**src/rtl/vsd_caravel_pkg.sv**
```systemverilog
// Shared types, command codes, register addresses and reset values for the
// housekeeping SPI register block.
package vsd_caravel_pkg;

  typedef enum logic [1:0] {
    ST_IDLE,
    ST_CMD,
    ST_ADDR,
    ST_DATA
  } spi_state_t;

  typedef enum logic [1:0] {
    MODE_NONE,
    MODE_RD,
    MODE_WR,
    MODE_RW
  } spi_mode_t;

  localparam logic [7:0] CMD_RD = 8'h40;
  localparam logic [7:0] CMD_WR = 8'h80;
  localparam logic [7:0] CMD_RW = 8'hc0;

  localparam logic [7:0] ADDR_MFGR_HI   = 8'h01;
  localparam logic [7:0] ADDR_MFGR_LO   = 8'h02;
  localparam logic [7:0] ADDR_PRODUCT   = 8'h03;
  localparam logic [7:0] ADDR_RW_FIRST  = 8'h08;
  localparam logic [7:0] ADDR_EXT_RESET = 8'h0b;
  localparam logic [7:0] ADDR_RW_LAST   = 8'h12;

  localparam int NUM_RW = 11;

  function automatic logic [7:0] rw_reset_val(input logic [7:0] addr);
    case (addr)
      8'h08:   return 8'h02;
      8'h09:   return 8'h01;
      8'h0d:   return 8'hff;
      8'h0e:   return 8'hef;
      8'h0f:   return 8'hff;
      8'h10:   return 8'h03;
      8'h11:   return 8'h12;
      8'h12:   return 8'h04;
      default: return 8'h00;
    endcase
  endfunction

  function automatic spi_mode_t decode_cmd(input logic [7:0] cmd);
    case (cmd)
      CMD_RD:  return MODE_RD;
      CMD_WR:  return MODE_WR;
      CMD_RW:  return MODE_RW;
      default: return MODE_NONE;
    endcase
  endfunction

endpackage

```
**src/rtl/vsd_caravel_hkspi.sv**
```systemverilog
// SPI slave: 2-flop synchronizers, SCK edge detect, CMD/ADDR/DATA sequencer.
// Read data loads on the 8th bit; write strobe fires the cycle after; no backpressure.
module vsd_caravel_hkspi
  import vsd_caravel_pkg::*;
(
  input  logic       clock,
  input  logic       reset,
  input  logic       hk_sck,
  input  logic       hk_csb,
  input  logic       hk_sdi,
  output logic       hk_sdo,
  output logic [7:0] rd_addr,
  input  logic [7:0] rd_dat,
  output logic       wr_vld,
  output logic [7:0] wr_addr,
  output logic [7:0] wr_dat
);

  logic [1:0] sck_sync, csb_sync, sdi_sync;
  logic       sck_d;
  logic       sck_rise, csb_s, sdi_s, byte_done, rd_mode, wr_mode;
  logic [2:0] bit_cnt;
  logic [7:0] in_sh, out_sh, addr, in_byte;
  spi_state_t state_q, state_d;
  spi_mode_t  mode_q;

  always_ff @(posedge clock) begin
    if (reset) begin
      sck_sync <= 2'b00;
      csb_sync <= 2'b11;
      sdi_sync <= 2'b00;
      sck_d    <= 1'b0;
    end else begin
      sck_sync <= {sck_sync[0], hk_sck};
      csb_sync <= {csb_sync[0], hk_csb};
      sdi_sync <= {sdi_sync[0], hk_sdi};
      sck_d    <= sck_sync[1];
    end
  end

  assign sck_rise  = sck_sync[1] & ~sck_d;
  assign csb_s     = csb_sync[1];
  assign sdi_s     = sdi_sync[1];
  assign byte_done = sck_rise && (bit_cnt == 3'd7);
  assign in_byte   = {in_sh[6:0], sdi_s};
  assign rd_mode   = (mode_q == MODE_RD) || (mode_q == MODE_RW);
  assign wr_mode   = (mode_q == MODE_WR) || (mode_q == MODE_RW);

  always_ff @(posedge clock) begin
    if (reset) state_q <= ST_IDLE;
    else       state_q <= state_d;
  end

  always_comb begin
    state_d = state_q;
    if (csb_s) begin
      state_d = ST_IDLE;
    end else begin
      case (state_q)
        ST_IDLE: state_d = ST_CMD;
        ST_CMD:  if (byte_done) state_d = ST_ADDR;
        ST_ADDR: if (byte_done) state_d = ST_DATA;
        default: state_d = ST_DATA;
      endcase
    end
  end

  // While the address byte is arriving, look up the address being assembled;
  // afterwards pre-fetch the next address so streaming reads stay one byte ahead.
  assign rd_addr = (state_q == ST_ADDR) ? in_byte : addr + 8'd1;

  always_ff @(posedge clock) begin
    if (reset) begin
      bit_cnt <= 3'd0;
      in_sh   <= 8'h00;
      out_sh  <= 8'h00;
      addr    <= 8'h00;
      mode_q  <= MODE_NONE;
      wr_vld  <= 1'b0;
      wr_addr <= 8'h00;
      wr_dat  <= 8'h00;
    end else begin
      wr_vld <= 1'b0;
      if (csb_s || state_q == ST_IDLE) begin
        bit_cnt <= 3'd0;
        in_sh   <= 8'h00;
        out_sh  <= 8'h00;
        mode_q  <= MODE_NONE;
      end else if (sck_rise) begin
        bit_cnt <= bit_cnt + 3'd1;
        in_sh   <= in_byte;
        out_sh  <= {out_sh[6:0], 1'b0};
        if (bit_cnt == 3'd7) begin
          case (state_q)
            ST_CMD: mode_q <= decode_cmd(in_byte);
            ST_ADDR: begin
              addr <= in_byte;
              if (rd_mode) out_sh <= rd_dat;
            end
            ST_DATA: begin
              addr <= addr + 8'd1;
              if (rd_mode) out_sh <= rd_dat;
              if (wr_mode) begin
                wr_vld  <= 1'b1;
                wr_addr <= addr;
                wr_dat  <= in_byte;
              end
            end
            default: ;
          endcase
        end
      end
    end
  end

  assign hk_sdo = (state_q == ST_DATA && rd_mode) ? out_sh[7] : 1'b0;

endmodule

```
**src/rtl/vsd_caravel.sv**
```systemverilog
// Housekeeping register file behind the SPI slave; ext_reset mirrors reg 0x0b bit 0.
// Reads are combinational on the strobe address; writes land one cycle after the byte.
module vsd_caravel
  import vsd_caravel_pkg::*;
#(
  parameter logic [7:0]  PRODUCT_ID = 8'h11,
  parameter logic [11:0] MFGR_ID    = 12'h456
) (
  input  logic clock,
  input  logic reset,
  input  logic hk_sck,
  input  logic hk_csb,
  input  logic hk_sdi,
  output logic hk_sdo,
  output logic ext_reset
);

  logic [7:0] rd_addr, rd_dat, wr_addr, wr_dat;
  logic       wr_vld;
  logic [3:0] rd_idx, wr_idx;
  logic       rd_in_rw, wr_in_rw;
  logic [7:0] rw_q [NUM_RW];

  vsd_caravel_hkspi u_hkspi (
    .clock   (clock),
    .reset   (reset),
    .hk_sck  (hk_sck),
    .hk_csb  (hk_csb),
    .hk_sdi  (hk_sdi),
    .hk_sdo  (hk_sdo),
    .rd_addr (rd_addr),
    .rd_dat  (rd_dat),
    .wr_vld  (wr_vld),
    .wr_addr (wr_addr),
    .wr_dat  (wr_dat)
  );

  assign rd_in_rw = (rd_addr >= ADDR_RW_FIRST) && (rd_addr <= ADDR_RW_LAST);
  assign wr_in_rw = (wr_addr >= ADDR_RW_FIRST) && (wr_addr <= ADDR_RW_LAST);
  assign rd_idx   = 4'(rd_addr - ADDR_RW_FIRST);
  assign wr_idx   = 4'(wr_addr - ADDR_RW_FIRST);

  always_ff @(posedge clock) begin
    if (reset) begin
      for (int i = 0; i < NUM_RW; i++) rw_q[i] <= rw_reset_val(8'(ADDR_RW_FIRST + i));
    end else if (wr_vld && wr_in_rw) begin
      rw_q[wr_idx] <= (wr_addr == ADDR_EXT_RESET) ? {7'b0, wr_dat[0]} : wr_dat;
    end
  end

  always_comb begin
    rd_dat = 8'h00;
    if (rd_in_rw) begin
      rd_dat = rw_q[rd_idx];
    end else begin
      case (rd_addr)
        ADDR_MFGR_HI: rd_dat = {4'h0, MFGR_ID[11:8]};
        ADDR_MFGR_LO: rd_dat = MFGR_ID[7:0];
        ADDR_PRODUCT: rd_dat = PRODUCT_ID;
        default:      rd_dat = 8'h00;
      endcase
    end
  end

  assign ext_reset = rw_q[4'(ADDR_EXT_RESET - ADDR_RW_FIRST)][0];

endmodule

```
**config.mk**
```make
export PLATFORM = sky130hd
export DESIGN_NAME = vsd_caravel
export DESIGN_NICKNAME = d
export VERILOG_FILES = /design/src/rtl/vsd_caravel_pkg.sv /design/src/rtl/vsd_caravel_hkspi.sv /design/src/rtl/vsd_caravel.sv
export SDC_FILE = /design/constraint.sdc
export NUM_CORES = 1
export LEC_CHECK = 0
export ABC_CLOCK_PERIOD_IN_PS = 3300
export CORE_MARGIN = 8
export CORE_UTILIZATION = 45
export DETAILED_ROUTE_END_ITERATION = 10
export PLACE_DENSITY = 0.62
export SLEW_MARGIN = 0
export SYNTH_ARGS = -nofsm -noshare
export SYNTH_HDL_FRONTEND = slang
export SYNTH_SLANG_ARGS = --single-unit
```
**constraint.sdc**
```tcl
create_clock -name clock -period 3.3 [get_ports clock]
set_clock_uncertainty 0.2 [all_clocks]
set_input_delay 0.99 -clock clock [delete_from_list [all_inputs] [get_ports clock]]
set_output_delay 0.99 -clock clock [all_outputs]
set_load 0.02 [all_outputs]
```
==> impl_metrics.env <==
export IMPL_outcome="finished, final reports clean"
export IMPL_start_util=0.460
export IMPL_rows=48
export IMPL_min_period_over_period=0.971
export IMPL_coreArea_um2=17200
export IMPL_power_density_nw_per_um2=497
export IMPL_holdWs_ns=0.223
export IMPL_synth_adder_area_share=0.00474
export IMPL_fin_ws_ns=0.0972
export IMPL_worst_setup_path_start_kind="register"
export IMPL_synth_top_family_by_area="simple AND/OR/NAND/NOR gates"
export IMPL_synth_xor_area_frac=0.00553
export IMPL_cap_viol_max_count=0
export IMPL_io_pins=7
export IMPL_max_vdd_ir_drop_uv=421
export IMPL_first_global_vias=5686
export IMPL_synth_area_top_cells="edfxtp_1 44%, dfxtp_1 16%, nand2_1 6.5%"
export IMPL_layout_cells_most_common="nand2_1"
export IMPL_gr_usage_all_layers=0.187
export IMPL_leakage_nw=3.11
export IMPL_cp_arrival_ns=2.01
export IMPL_grt_ovfl_total=0
export IMPL_synth_async_reset_ratio=0
export IMPL_syn_cell_area_um2=7930
export IMPL_crit_path_end_kind="output pin"
export IMPL_fmax_mhz=312
export IMPL_synth_top_area_share=0.440
export IMPL_ys_warn_count=0
export IMPL_num_vias=5844
export IMPL_ys_ff_latch=178
export IMPL_cts_tree="done"
export IMPL_port_buffers=6
export IMPL_grt_pass1_wl_mm=31.6
export IMPL_fillers=1554
export IMPL_worst_pin_slew_ns=0.824
export IMPL_drcViolationCount=0
export IMPL_cp_required_ns=2.11
export IMPL_ys_types=62
export IMPL_finalCriticalPeriod_ns=3.20
export IMPL_layout_common_cells="138 x nand2_1, 116 x edfxtp_1, 73 x nor2_1"
export IMPL_synthSimpleGateAreaFrac=0.177
export IMPL_nNetsFinal=795
export IMPL_synth_compound_area_share=0.124
export IMPL_numCtsBuffers=17
export IMPL_netlist_instances=744
export IMPL_antenna_cells=0
export IMPL_dr_pass1_iters=5
export IMPL_maxSlewViolCount=0
export IMPL_synthMuxAreaShare=0.0597
export IMPL_place_hpwl_mm=13.9
export IMPL_cp_max_fo=10
export IMPL_root_buffer="clkbuf_16"
export IMPL_postCtsHoldBufs=0
export IMPL_setup_tns_final_ns=0
export IMPL_min_path_type="reg2reg"
export IMPL_ant_nets=0
export IMPL_routedWlPerCell_um=19.4
export IMPL_die_area_um2=22100
export IMPL_h_tree_depth=4
export IMPL_wirelength_mm=19.9
export IMPL_hold_violations=0
export IMPL_syn_to_final_growth_pct=12.6
export IMPL_rsz0062_at_grt="false"
export IMPL_via_per_inst=5.70
export IMPL_grt_max_degree=33
export IMPL_dp_slack_ns=0.351
export IMPL_synthFlopType="edfxtp_1"
export IMPL_final_cells=1025
export IMPL_place_inst=993
export IMPL_drive_gt1_frac=0.110
export IMPL_yosysTopAreaCell="edfxtp_1"
export IMPL_ys_seq_area_frac=0.596
export IMPL_antenna_found_initial=0
export IMPL_fp_dieH_um=149
export IMPL_clockBufferDepth=2
export IMPL_globalplace_congestion=0.975
export IMPL_slew_headroom=0.446
export IMPL_power_mw=4.44
export IMPL_synth_area_per_cell_um2=10.7
export IMPL_die_w_um=149
export IMPL_synth_edff_count=116
export IMPL_clock_latency_ns=0.43
export IMPL_path_clk_slew_ns=0.07
export IMPL_finalSetupViolCount=0
export IMPL_path_class="reg2out"
export IMPL_numClockSinks=178
export IMPL_first_iter_violations=645
==> critical path, cell delays in order, from the launching register on <==
cell	delay, ns
dfxtp_1	0.50
and2_2	0.30
and3_1	0.18
clkdlybuf4s50_1	0.60
==> flip-flops by register name, summed over array words and instances (netlist names), 3 cells and up <==
register and count:
u_hkspi.out_sh 8, rw_q 124, u_hkspi.in_sh 7, u_hkspi.wr_dat 8, u_hkspi.wr_addr 8, u_hkspi.bit_cnt 3, u_hkspi.addr 8
==> power breakdown <==
group / switching [mW] / leakage (nW) / internal [mW]
clock: 0.868 / 0.265 / 1.05
sequential: 0.0201 / 1.58 / 2.41
combinational: 0.0594 / 1.26 / 0.0280
==> layout make-up <==
cell class              instances  area (um^2)  area share
flip-flops and latches        178         4730       0.529
multi-input cells             553         3110       0.349
clock buffers                  19          433      0.0485
well taps                     225          282      0.0315
repair buffers                 27          213      0.0238
clock inverters                13          124      0.0139
inverters                      10         37.5     0.00421
==> per-stage QoR <==
stage          utilization  area, um^2
2_1_floorplan            -        8080
6_report             0.518        8930
3_3_place_gp         0.485        8370
3_5_place_dp         0.485        8370
4_1_cts              0.518        8920
5_1_grt              0.518        8930
==> layer usage <==
metal  part of all wire  wire (um)  up-vias  global-route usage
li1                   -          -     2744                   -
met2               0.48       9460      215               0.299
met3              0.062       1240       39              0.0456
met4              0.024        486        0              0.0688
met1               0.44       8700     2846               0.242
met5                  0          0        -                   0
==> cell usage after synthesis (4+ instances only) <==
cell      count
edfxtp_1    116
a31oi_1       9
inv_1        10
o221ai_1      5
or3_1         4
mux2_2       10
buf_2         9
and3_1       13
nand3_1      23
nor3_1       13
dfxtp_1      62
o22ai_1       7
o21ai_0      26
a31o_2        5
nand2_1     138
a21oi_1      59
nor2b_1      13
nand2b_1      7
mux2i_1      21
a22oi_1       5
a221oi_1      8
clkbuf_1     29
or2_2         6
buf_4         4
mux4_2        6
nor2_1       73
==> worst paths after layout <==
kind | start | endpoint | slack [ns] | cells past startpoint
setup / recovery | u_hkspi.state_q[0] | hk_sdo | 0.1 | 3
hold / removal | u_hkspi.csb_sync[0] | u_hkspi.csb_sync[1] | 0.22 | 1
setup reg to reg | u_hkspi.state_q[0] | u_hkspi.out_sh[3] | 0.42 | 8
hold reg to reg | u_hkspi.csb_sync[0] | u_hkspi.csb_sync[1] | 0.22 | 1
==> cells by family (layout without fill, tap and decap cells) <==
logic type                 count (synthesis)  after routing
AOI/OAI and AO/OA                        154            154
xor gates and xnor gates                   5              5
adders and majority gates                  3              3
buffers and inverters                     55             69
DFF                                      178            178
muxes                                     38             38
other                                      1             43
and+or+nand+nor                          310            310
==> what timing repair did <==
item / CTS / global route
buffers inserted: 0 / 0
setup endpoints to repair: 1 / 1
resized for setup: 1 / 1
Power figures use the tool's default switching activity.
